--- src/rtl/apb_cmd_bridge_pkg.sv ---
// Shared types and helpers for the CPU-to-APB command bridge.
package apb_cmd_bridge_pkg;

  // APB master phases: IDLE (no transfer), SETUP (PSEL only), ACCESS (PSEL+PENABLE).
  typedef enum logic [1:0] {
    ST_IDLE   = 2'd0,
    ST_SETUP  = 2'd1,
    ST_ACCESS = 2'd2
  } apb_state_e;

  // Width of a slave index; a single slave still gets a 1-bit select.
  function automatic int sel_width(input int n);
    return (n > 1) ? $clog2(n) : 1;
  endfunction

endpackage

--- src/rtl/apb_cmd_bridge_cmd_fifo.sv ---
// Synchronous FIFO of generic entries; DEPTH must be a power of two so the
// pointers wrap naturally.
module apb_cmd_bridge_cmd_fifo #(
  parameter type T     = logic,
  parameter int  DEPTH = 4,
  localparam int PW    = $clog2(DEPTH)
) (
  input  logic        clk,
  input  logic        rst_n,
  input  logic        push,
  input  T            din,
  input  logic        pop,
  output T            dout,
  output logic        full,
  output logic        empty,
  output logic [PW:0] level
);

  T              mem_q [DEPTH];
  logic [PW-1:0] wr_ptr_q, wr_ptr_d;
  logic [PW-1:0] rd_ptr_q, rd_ptr_d;
  logic [PW:0]   count_q, count_d;
  logic          do_push, do_pop;

  assign full  = (count_q == (PW+1)'(DEPTH));
  assign empty = (count_q == '0);
  assign level = count_q;
  assign dout  = mem_q[rd_ptr_q];

  // Pointer and occupancy update; push while full and pop while empty are ignored.
  always_comb begin
    do_push  = push && !full;
    do_pop   = pop && !empty;
    wr_ptr_d = wr_ptr_q + PW'(do_push);
    rd_ptr_d = rd_ptr_q + PW'(do_pop);
    count_d  = count_q + (PW+1)'(do_push) - (PW+1)'(do_pop);
  end

  // Control state, cleared by reset (which also flushes the contents logically).
  always_ff @(posedge clk or negedge rst_n) begin
    if (!rst_n) begin
      wr_ptr_q <= '0;
      rd_ptr_q <= '0;
      count_q  <= '0;
    end else begin
      wr_ptr_q <= wr_ptr_d;
      rd_ptr_q <= rd_ptr_d;
      count_q  <= count_d;
    end
  end

  // Storage needs no reset: an entry is only read after it has been written.
  always_ff @(posedge clk) begin
    if (do_push) mem_q[wr_ptr_q] <= din;
  end

endmodule

--- src/rtl/apb_cmd_bridge.sv ---
// CPU-to-APB3 master bridge: buffers read/write commands, issues them to one
// of NSLV slaves and returns exactly one in-order response per command.
// Handshakes: a CPU command transfers on a rising edge where cpu_valid and
// cpu_ready are both high; rsp_valid is a one-cycle pulse with no ready.
module apb_cmd_bridge
  import apb_cmd_bridge_pkg::*;
#(
  parameter int  AW      = 32,
  parameter int  DW      = 32,
  parameter int  NSLV    = 4,
  parameter int  DEPTH   = 4,
  parameter int  TIMEOUT = 16,
  localparam int SW      = sel_width(NSLV),
  localparam int LW      = $clog2(DEPTH) + 1
) (
  input  logic             clk,
  input  logic             rst_n,
  input  logic             cpu_valid,
  output logic             cpu_ready,
  input  logic             cpu_write,
  input  logic [SW-1:0]    cpu_sel,
  input  logic [AW-1:0]    cpu_addr,
  input  logic [DW-1:0]    cpu_wdata,
  output logic [LW-1:0]    fifo_level,
  output logic             rsp_valid,
  output logic [DW-1:0]    rsp_rdata,
  output logic             rsp_err,
  output logic [NSLV-1:0]  PSEL,
  output logic             PENABLE,
  output logic             PWRITE,
  output logic [AW-1:0]    PADDR,
  output logic [DW-1:0]    PWDATA,
  input  logic [NSLV*DW-1:0] PRDATA,
  input  logic [NSLV-1:0]  PREADY,
  input  logic [NSLV-1:0]  PSLVERR,
  output apb_state_e       dbg_state
);

  localparam int NP  = 1 << SW;
  localparam int TCW = (TIMEOUT > 1) ? $clog2(TIMEOUT) : 1;

  typedef struct packed {
    logic          write;
    logic [SW-1:0] sel;
    logic [AW-1:0] addr;
    logic [DW-1:0] wdata;
  } cmd_t;

  cmd_t       push_cmd, head;
  logic       fifo_full, fifo_empty, fifo_pop;
  logic [NP-1:0] legal_mask;
  logic       head_legal, start_xfer;
  logic       pready_sel, pslverr_sel;
  logic [DW-1:0] prdata_sel;

  apb_state_e    state_q, state_d;
  logic [NSLV-1:0] psel_q, psel_d;
  logic          penable_q, penable_d;
  logic          pwrite_q, pwrite_d;
  logic [AW-1:0] paddr_q, paddr_d;
  logic [DW-1:0] pwdata_q, pwdata_d;
  logic [SW-1:0] sel_q, sel_d;
  logic [TCW-1:0] tcnt_q, tcnt_d;
  logic          rsp_valid_q, rsp_valid_d;
  logic          rsp_err_q, rsp_err_d;
  logic [DW-1:0] rsp_rdata_q, rsp_rdata_d;

  assign push_cmd  = '{write: cpu_write, sel: cpu_sel, addr: cpu_addr, wdata: cpu_wdata};
  assign cpu_ready = !fifo_full;

  apb_cmd_bridge_cmd_fifo #(.T(cmd_t), .DEPTH(DEPTH)) u_fifo (
    .clk   (clk),
    .rst_n (rst_n),
    .push  (cpu_valid),
    .din   (push_cmd),
    .pop   (fifo_pop),
    .dout  (head),
    .full  (fifo_full),
    .empty (fifo_empty),
    .level (fifo_level)
  );

  // Select codes at or above NSLV address no slave and are answered with an error.
  always_comb begin
    for (int i = 0; i < NP; i++) legal_mask[i] = (i < NSLV);
    head_legal = legal_mask[head.sel];
  end

  // Route the active slave's ready/error/data back to the state machine.
  always_comb begin
    pready_sel  = 1'b0;
    pslverr_sel = 1'b0;
    prdata_sel  = '0;
    for (int i = 0; i < NSLV; i++) begin
      if (sel_q == SW'(i)) begin
        pready_sel  = PREADY[i];
        pslverr_sel = PSLVERR[i];
        prdata_sel  = PRDATA[i*DW +: DW];
      end
    end
  end

  // Next-state logic: IDLE/SETUP/ACCESS sequencing, timeout and response build.
  always_comb begin
    state_d     = state_q;
    psel_d      = psel_q;
    penable_d   = penable_q;
    pwrite_d    = pwrite_q;
    paddr_d     = paddr_q;
    pwdata_d    = pwdata_q;
    sel_d       = sel_q;
    tcnt_d      = tcnt_q;
    rsp_valid_d = 1'b0;
    rsp_err_d   = 1'b0;
    rsp_rdata_d = '0;
    fifo_pop    = 1'b0;
    start_xfer  = 1'b0;
    case (state_q)
      ST_IDLE: begin
        if (!fifo_empty) begin
          if (head_legal) begin
            start_xfer = 1'b1;
          end else begin
            fifo_pop    = 1'b1;
            rsp_valid_d = 1'b1;
            rsp_err_d   = 1'b1;
          end
        end
      end
      ST_SETUP: begin
        state_d   = ST_ACCESS;
        penable_d = 1'b1;
      end
      ST_ACCESS: begin
        if (pready_sel) begin
          rsp_valid_d = 1'b1;
          rsp_err_d   = pslverr_sel;
          if (!pwrite_q && !pslverr_sel) rsp_rdata_d = prdata_sel;
          if (!fifo_empty && head_legal) begin
            start_xfer = 1'b1;
          end else begin
            state_d   = ST_IDLE;
            psel_d    = '0;
            penable_d = 1'b0;
          end
        end else if ((TIMEOUT != 0) && (tcnt_q == TCW'(TIMEOUT - 1))) begin
          state_d     = ST_IDLE;
          psel_d      = '0;
          penable_d   = 1'b0;
          rsp_valid_d = 1'b1;
          rsp_err_d   = 1'b1;
        end else begin
          tcnt_d = tcnt_q + TCW'(1);
        end
      end
      default: state_d = ST_IDLE;
    endcase
    // A new transfer pops the head and enters SETUP with the address phase loaded.
    if (start_xfer) begin
      fifo_pop  = 1'b1;
      state_d   = ST_SETUP;
      psel_d    = NSLV'(1) << head.sel;
      penable_d = 1'b0;
      pwrite_d  = head.write;
      paddr_d   = head.addr;
      pwdata_d  = head.wdata;
      sel_d     = head.sel;
      tcnt_d    = '0;
    end
  end

  // State machine registers; every APB and response output comes from here.
  always_ff @(posedge clk or negedge rst_n) begin
    if (!rst_n) begin
      state_q     <= ST_IDLE;
      psel_q      <= '0;
      penable_q   <= 1'b0;
      pwrite_q    <= 1'b0;
      paddr_q     <= '0;
      pwdata_q    <= '0;
      sel_q       <= '0;
      tcnt_q      <= '0;
      rsp_valid_q <= 1'b0;
      rsp_err_q   <= 1'b0;
      rsp_rdata_q <= '0;
    end else begin
      state_q     <= state_d;
      psel_q      <= psel_d;
      penable_q   <= penable_d;
      pwrite_q    <= pwrite_d;
      paddr_q     <= paddr_d;
      pwdata_q    <= pwdata_d;
      sel_q       <= sel_d;
      tcnt_q      <= tcnt_d;
      rsp_valid_q <= rsp_valid_d;
      rsp_err_q   <= rsp_err_d;
      rsp_rdata_q <= rsp_rdata_d;
    end
  end

  assign PSEL      = psel_q;
  assign PENABLE   = penable_q;
  assign PWRITE    = pwrite_q;
  assign PADDR     = paddr_q;
  assign PWDATA    = pwdata_q;
  assign rsp_valid = rsp_valid_q;
  assign rsp_err   = rsp_err_q;
  assign rsp_rdata = rsp_rdata_q;
  assign dbg_state = state_q;

endmodule

--- config.mk ---
export PLATFORM = sky130hd
export DESIGN_NAME = apb_cmd_bridge
export DESIGN_NICKNAME = d
export VERILOG_FILES = /design/src/rtl/apb_cmd_bridge_pkg.sv /design/src/rtl/apb_cmd_bridge_cmd_fifo.sv /design/src/rtl/apb_cmd_bridge.sv
export SDC_FILE = /design/constraint.sdc
export NUM_CORES = 1
export LEC_CHECK = 0
export BUFFER_PORTS_ARGS = -buffer_cell sky130_fd_sc_hd__buf_2
export CAP_MARGIN = 20
export CORE_MARGIN = 5
export CORE_UTILIZATION = 47
export CTS_CLUSTER_DIAMETER = 150
export DETAILED_ROUTE_END_ITERATION = 8
export GPL_TIMING_DRIVEN = 0
export HOLD_SLACK_MARGIN = 0.1
export PLACE_DENSITY = 0.66
export SYNTH_ARGS = -nofsm -noshare
export SYNTH_HDL_FRONTEND = slang
export SYNTH_SLANG_ARGS = --single-unit
--- constraint.sdc ---
create_clock -name clk -period 10 [get_ports clk]
set_clock_uncertainty 0.05 [all_clocks]
set_input_delay 0 -clock clk [delete_from_list [all_inputs] [get_ports clk]]
set_output_delay 0 -clock clk [all_outputs]
set_load 0.02 [all_outputs]
# [Word level (Yosys, flattened, before mapping)]
# Memories as Yosys holds them, arrays and structs flattened.
# Index checks and enable logic that the tools add are counted.
[totals] reg_bits=119 latch_bits=0 ram_bits=268 romBits=0 input_bits=206 output_inout_bits=110 wordCells=105 mem_count=1
[classes] addsub=5 mul=0 div=0 order_cmp=1 n_eq_ne=13 shifts=1 muxes=52 bitwise=0 n_reduce_logical=18
[mem_list] name="u_fifo.mem_q" words=4 width=67 rd=1 rd_clocked_by_memory_dff=0 wr=1 line="apb_cmd_bridge_cmd_fifo.sv:19" source="T mem_q [DEPTH];"
[op_table] cell="$mux 32" count=7
[op_table] cell="$mux 4" count=9
[op_table] cell="$mux 1" count=26
[op_table] cell="$reduce_and 3->1" count=4
[op_table] cell="$mux 2" count=4
[op_table] cell="$ne 4x4->1 const B" count=2
[op_table] cell="$pmux 1 s2" count=4
[op_table] cell="$eq 2x2->1 const B" count=3
[op_table] cell="$ne 2x2->1 const B" count=3
[op_table] cell="$pmux 2 s3" count=1
[op_table] cell="$reduce_bool 3->1" count=2
[op_table] cell="$add 2x1->2" count=2
[op_table] cell="$add 4x1->4 const B" count=1
[op_table] cell="$eq 2x1->1 const B" count=2
[op_table] cell="$eq 4x4->1 const B" count=1
[op_table] cell="$logic_and 1x1->1" count=4
[op_table] cell="$logic_not 1->1" count=4
[op_table] cell="$logic_not 2->1" count=2
[op_table] cell="$shl 1x2->4 const A" count=1
[op_table] cell="$add 3x1->3" count=1
[op_table] cell="$eq 3x3->1 const B" count=1
[op_table] cell="$logic_not 3->1" count=1
[op_table] cell="$lt 2x3->1 const B" count=1
[op_table] cell="$ne 3x3->1 const B" count=1
[op_table] cell="other kinds (3)" count=3

# [Logic depth before layout (Yosys ltp)]
[depth] depth_word=10 mapped_depth=12 mapped_depth_nobuf=10

# [Hierarchy]
# A second synthesis with hierarchy kept.
[hier_totals] hier_cells=824 area_unflattened_um2=14959.3
[modules_own_cells] module="apb_cmd_bridge_cmd_fifo" n_inst=1 cells_each=382 area_per_inst_um2=10070.9 seq_area_each_um2=8222.9
[modules_own_cells] module="apb_cmd_bridge" n_inst=1 cells_each=442 area_per_inst_um2=4888.4 seq_area_each_um2=2802.7

# [Worst setup path before layout]
# Ideal clock, no wire load.
[synth_path] path_kind="flip-flop to flip-flop" startpoint="register u_fifo.count_q[1], in the netlist u_fifo.level[1]" endpoint="memory u_fifo.mem_q[1][0] (netlist name) (enable)" setup_ps=588 t_arrival_ps=5826 required_ps=9362 slack_ps=3536 path_stages_with_launch=5 n_path_buf=0 synth_period_minus_slack_ps=6464 path_cell_list="dfrtp_1 nor2_1 nand2_1 nand2_1 nor3b_1"
[synth_via] elab_chain_len=5
[synth_rtl] element="start, declared" line="apb_cmd_bridge_cmd_fifo.sv:22" source="logic [PW:0] count_q, count_d;"
[synth_rtl] element="start signal, assigned" line="apb_cmd_bridge_cmd_fifo.sv:48" source="count_q <= count_d;"
[synth_rtl] element="$eq 3x3->1" line="apb_cmd_bridge_cmd_fifo.sv:25" source="assign full = (count_q == (PW+1)'(DEPTH));"
[synth_rtl] element="$logic_not 1->1"
[synth_rtl] element="net cpu_ready" line="apb_cmd_bridge.sv:19" source="output logic cpu_ready,"
[synth_rtl] element="$logic_and 1x1->1" line="apb_cmd_bridge_cmd_fifo.sv:32" source="do_push = push && !full;"
[synth_rtl] element="$mux 1" line="apb_cmd_bridge_cmd_fifo.sv:54" source="if (do_push) mem_q[wr_ptr_q] <= din;"
[synth_rtl] element="$mux 1 (implied by the code)" line="apb_cmd_bridge_cmd_fifo.sv:54"
[synth_rtl] element="end, declared" line="apb_cmd_bridge_cmd_fifo.sv:19"
# The timed path passes the listed nets, and every way through them passes these cells.

# [Worst setup path after layout]
[layout_path] startpoint="register sel_q[1]" endpoint="register u_fifo.count_q[2], in the netlist u_fifo.level[2]"
[layout_via] elab_chain_len=10 word_cells_on_any_way=13 classes_between="add/sub: 1; eq/ne: 3; mux: 7; reduce/logical: 2"
[layout_rtl] element="start, declared" line="apb_cmd_bridge.sv:62" source="logic [SW-1:0] sel_q, sel_d;"
[layout_rtl] element="start signal, assigned" line="apb_cmd_bridge.sv:193" source="sel_q <= sel_d;"
[layout_rtl] element="$logic_not 2->1" line="apb_cmd_bridge.sv:95" source="if (sel_q == SW'(i)) begin"
[layout_rtl] element="$mux 1 (3 in series)" line="apb_cmd_bridge.sv:95"
[layout_rtl] element="$mux 1 (*)" line="apb_cmd_bridge.sv:95"
[layout_rtl] element="$mux 1 (*)" line="apb_cmd_bridge.sv:135" source="if (pready_sel) begin"
[layout_rtl] element="$pmux 1 s2 (*)" line="apb_cmd_bridge.sv:118" source="case (state_q)"
[layout_rtl] element="$mux 1 (*)" line="apb_cmd_bridge.sv:159" source="if (start_xfer) begin"
[layout_rtl] element="$logic_and 1x1->1 (*)" line="apb_cmd_bridge_cmd_fifo.sv:33" source="do_pop = pop && !empty;"
[layout_rtl] element="$sub 3x1->3 (*)" line="apb_cmd_bridge_cmd_fifo.sv:36" source="count_d = count_q + (PW+1)'(do_push) - (PW+1)'(do_pop);"
[layout_rtl] element="net u_fifo.count_d[2]" line="apb_cmd_bridge_cmd_fifo.sv:22"
# The timed path passes the listed nets; every way through them passes the cells marked *.
# A chain may end at the register's enable or synchronous reset.

==> results.ini <==
[run_status]
status=finished clean

[clock_network]
cts-hold-fix-buffers=138
cts_sinks=387
worstSkewPairLatency_ns=0.52
root_buffer=clkbuf_16
cts_resized=0
cts_tree=yes
post_cts_buffers=0
cts_buffers=39
cts_max_level=2
clk_pin_slew_ns=0.06
clockBufferDepth=3

[synth]
synth_edf_count=268
ys_seq_area_share_pct=74.20
yosys_warnings=0
ys_types=32
synthFlopType=edfxtp_1
synth_area_um2=14860
synthCells=825
synth_nets=1037
synth-seq-cells=387
syn-mean-instance-area_um2=18.01
synthArstFlopShare_pct=30.75

[detailed_routing]
via_per_inst=5.130
wl_um=38210
drt_iter0_markers=511
dr.pass1.iters=4
drc=0
via_count=9106
wl_per_cell_um=21.53
drtAntennaViolNets=0

[sta]
rsz0062_at_grt=false
timing.setup.tns_ns=0
max_freq_ghz=0.2877
worstMarginPinSlew_ns=0.8503
max-slew-margin-rel_pct=43.00
setup_viol=0
min_period_over_period_pct=34.75
period_minus_slack_ns=3.475
hold_violations=0
slew_viol_final=0
whs_ns=0.1191

[global_routing]
grt_start_max_net_pins=75
grt_overflow_total=0
grt_pass1_wl_um=59450
grt_pass1_vias=10056
antenna_found_initial=4
grt_usage_pct=21.90

[critical_path]
cp_max_fo=11
cp-endpoint=u_fifo.level[2]
r2r_end=u_fifo.level[2]
crit_chain=clkbuf_1 > mux4_2 > o211ai_2 > inv_2 > clkbuf_1 > ha_1 > inv_1 > ha_1 > inv_1 > fa_1 > xnor2_1 > xnor2_1
critical_path.top_delay_family=buffers and inverters
path_buf_inv=5
cp-start-kind=flip-flop
rrSetupSlack_ns=6.52
crit_slowest_cell=clkbuf_1
crit_start=sel_q[1]
r2r_cells=12
required_ns=10.34
r2r_start=sel_q[1]
crit_cells=12
slowest_delay_ns=0.53
endpoint_kind=flip-flop
cp.arrival_ns=3.82
crit_type=reg -> reg

[floorplan]
core_um2=31390
die_area_um2=35270
floorplan.initialDensity_pct=47.33
ioPinCount=316
die_h_um=187.8
core.rowCount=65
die_w_um=187.8

[placement]
io_buffers=315
place_congestion=0.9755
hpwl_um=26140
place_area_um2=17230

[power]
peakVddDrop_mv=0.1909
p_per_area_nw_per_um2=301.6
p_leak_nw=8.305

[flow_run]
drv_cap=0

[finish]
syn_to_final_growth_pct=34.88
drive_gt1_share_pct=38.67
nets=1550
final_area_um2=20040
fin_util_pct=63.84

[hold_path]
hold_class=in -> reg

[cells by family after synthesis]
family,count (synthesis),share of synthesized area [%]
simple gates,259,7.351
compound gates,14,0.6652
fa+ha+maj,6,0.5557
mux,101,15.31
flops,387,74.20
xor+xnor,4,0.2358
buf+inv,54,1.684
[final cells by class]
| cell class | count | area (µm²) |
|---|---|---|
| Fill cell | 2313 | 11350 |
| Sequential cell | 387 | 11030 |
| Multi-Input combinational cell | 384 | 3606 |
| Timing Repair Buffer | 472 | 3246 |
| Clock buffer | 51 | 1105 |
| Tap cell | 402 | 503.0 |
| Clock inverter | 20 | 294.0 |
| Buffer | 41 | 201.4 |
| Inverter | 13 | 48.80 |
| Antenna cell | 5 | 12.51 |
[synth_stat cells (2+ instances only)]
library cell	n	area, µm²
xor2_1	2	17.52
buf_1	3	11.26
xnor2_1	2	17.52
a21o_1	3	22.52
nand2_1	204	765.7
nand3_1	4	20.02
clkbuf_1	18	67.56
inv_1	12	45.04
nor3b_1	3	22.52
mux4_2	101	2275
nor3_1	5	25.02
and3_1	2	12.51
nor2b_1	33	206.5
o21ai_0	3	15.01
or3_1	2	12.51
ha_1	5	62.56
buf_4	9	67.56
dfrtp_1	119	2978
edfxtp_1	268	8048
buf_2	11	55.05
nor2_1	4	15.01
a21oi_1	2	10.01
[flip-flops by register name, indices dropped and copies added (netlist names)]
register,cells
u_fifo.wr_ptr_q,2
u_fifo.level,3
u_fifo.rd_ptr_q,2
rsp_valid,1
PADDR,32
u_fifo.mem_q,268
PWDATA,32
PWRITE,1
PENABLE,1
tcnt_q,4
PSEL,4
sel_q,2
rsp_rdata,32
rsp_err,1
dbg_state,2
[power breakdown]
part	switching [W]	internal [W]	total [W]
registers	0.000160	0.00215	0.00231
logic	0.00124	0.000954	0.00219
clock network	0.000596	0.000942	0.00154
total	0.00200	0.00405	0.00605
[cells in the final DEF, fill, tap and decap left out, types with 2 or more instances in the layout]
cell,n
nor3b_1,2
nand2_1,204
a21oi_1,2
o21ai_0,3
buf_12,2
dlygate4sd3_1,137
buf_4,11
diode_2,5
inv_1,12
nor2_1,3
or3_1,2
edfxtp_1,268
clkinv_2,7
clkbuf_8,8
buf_2,325
mux4_2,101
clkinvlp_4,3
buf_1,3
xnor2_1,2
buf_6,12
ha_1,5
a21o_1,3
xor2_1,2
dfrtp_1,119
buf_16,3
clkbuf_1,21
nand3_1,4
buf_8,2
nor2b_1,33
clkbuf_16,39
nor3_1,4
clkinv_8,2
bufinv_16,6
[worst min path at each step]
| stage | endpoint | cells past startpoint | slack, ns | startpoint |
|---|---|---|---|---|
| 2_1_floorplan | PADDR[0] | 0 | -0.35 | rst_n |
| 3_3_place_gp | u_fifo.mem_q[3][29] | 1 | 0.16 | cpu_wdata[29] |
| 3_5_place_dp | PWDATA[29] | 1 | -0.05 | rst_n |
| 4_1_cts | rsp_rdata[31] | 5 | 0.12 | PSLVERR[3] |
| 5_1_grt | u_fifo.mem_q[0][29] | 2 | 0.17 | cpu_wdata[29] |
| 6_report | rsp_rdata[31] | 5 | 0.12 | PSLVERR[3] |
[layer usage]
layer	wire length (µm)	part of all wire, %	GRT usage [%]	vias up
met5	0	0	0	-
met4	1496	3.9	7.962	0
met3	2455	6.4	5.249	69
met2	19860	52	38.51	334
met1	14390	38	26.52	4569
li1	-	-	-	4134
[metrics by stage]
stage / setup WS (ns) / total power, W / std cells
finish: 6.525 / 0.006045 / 1775
global route: 6.222 / 0.006401 / 1774
CTS: 6.408 / 0.006133 / 1770
detailed placement: 6.420 / 0.004433 / 1561
global placement: -0.4740 / 0.004389 / 1542
floorplan: 3.536 / 0.003698 / 825
[worst reg2reg max path, stage by stage, from the launching register on]
cell      delay, ns
dfrtp_1        0.32
clkbuf_1       0.41
mux4_2         0.43
o211ai_2       0.13
inv_2          0.23
clkbuf_1       0.53
ha_1           0.35
inv_1          0.05
ha_1           0.12
inv_1          0.05
fa_1           0.40
xnor2_1        0.15
xnor2_1        0.13
(Power assumes the default switching activity.)
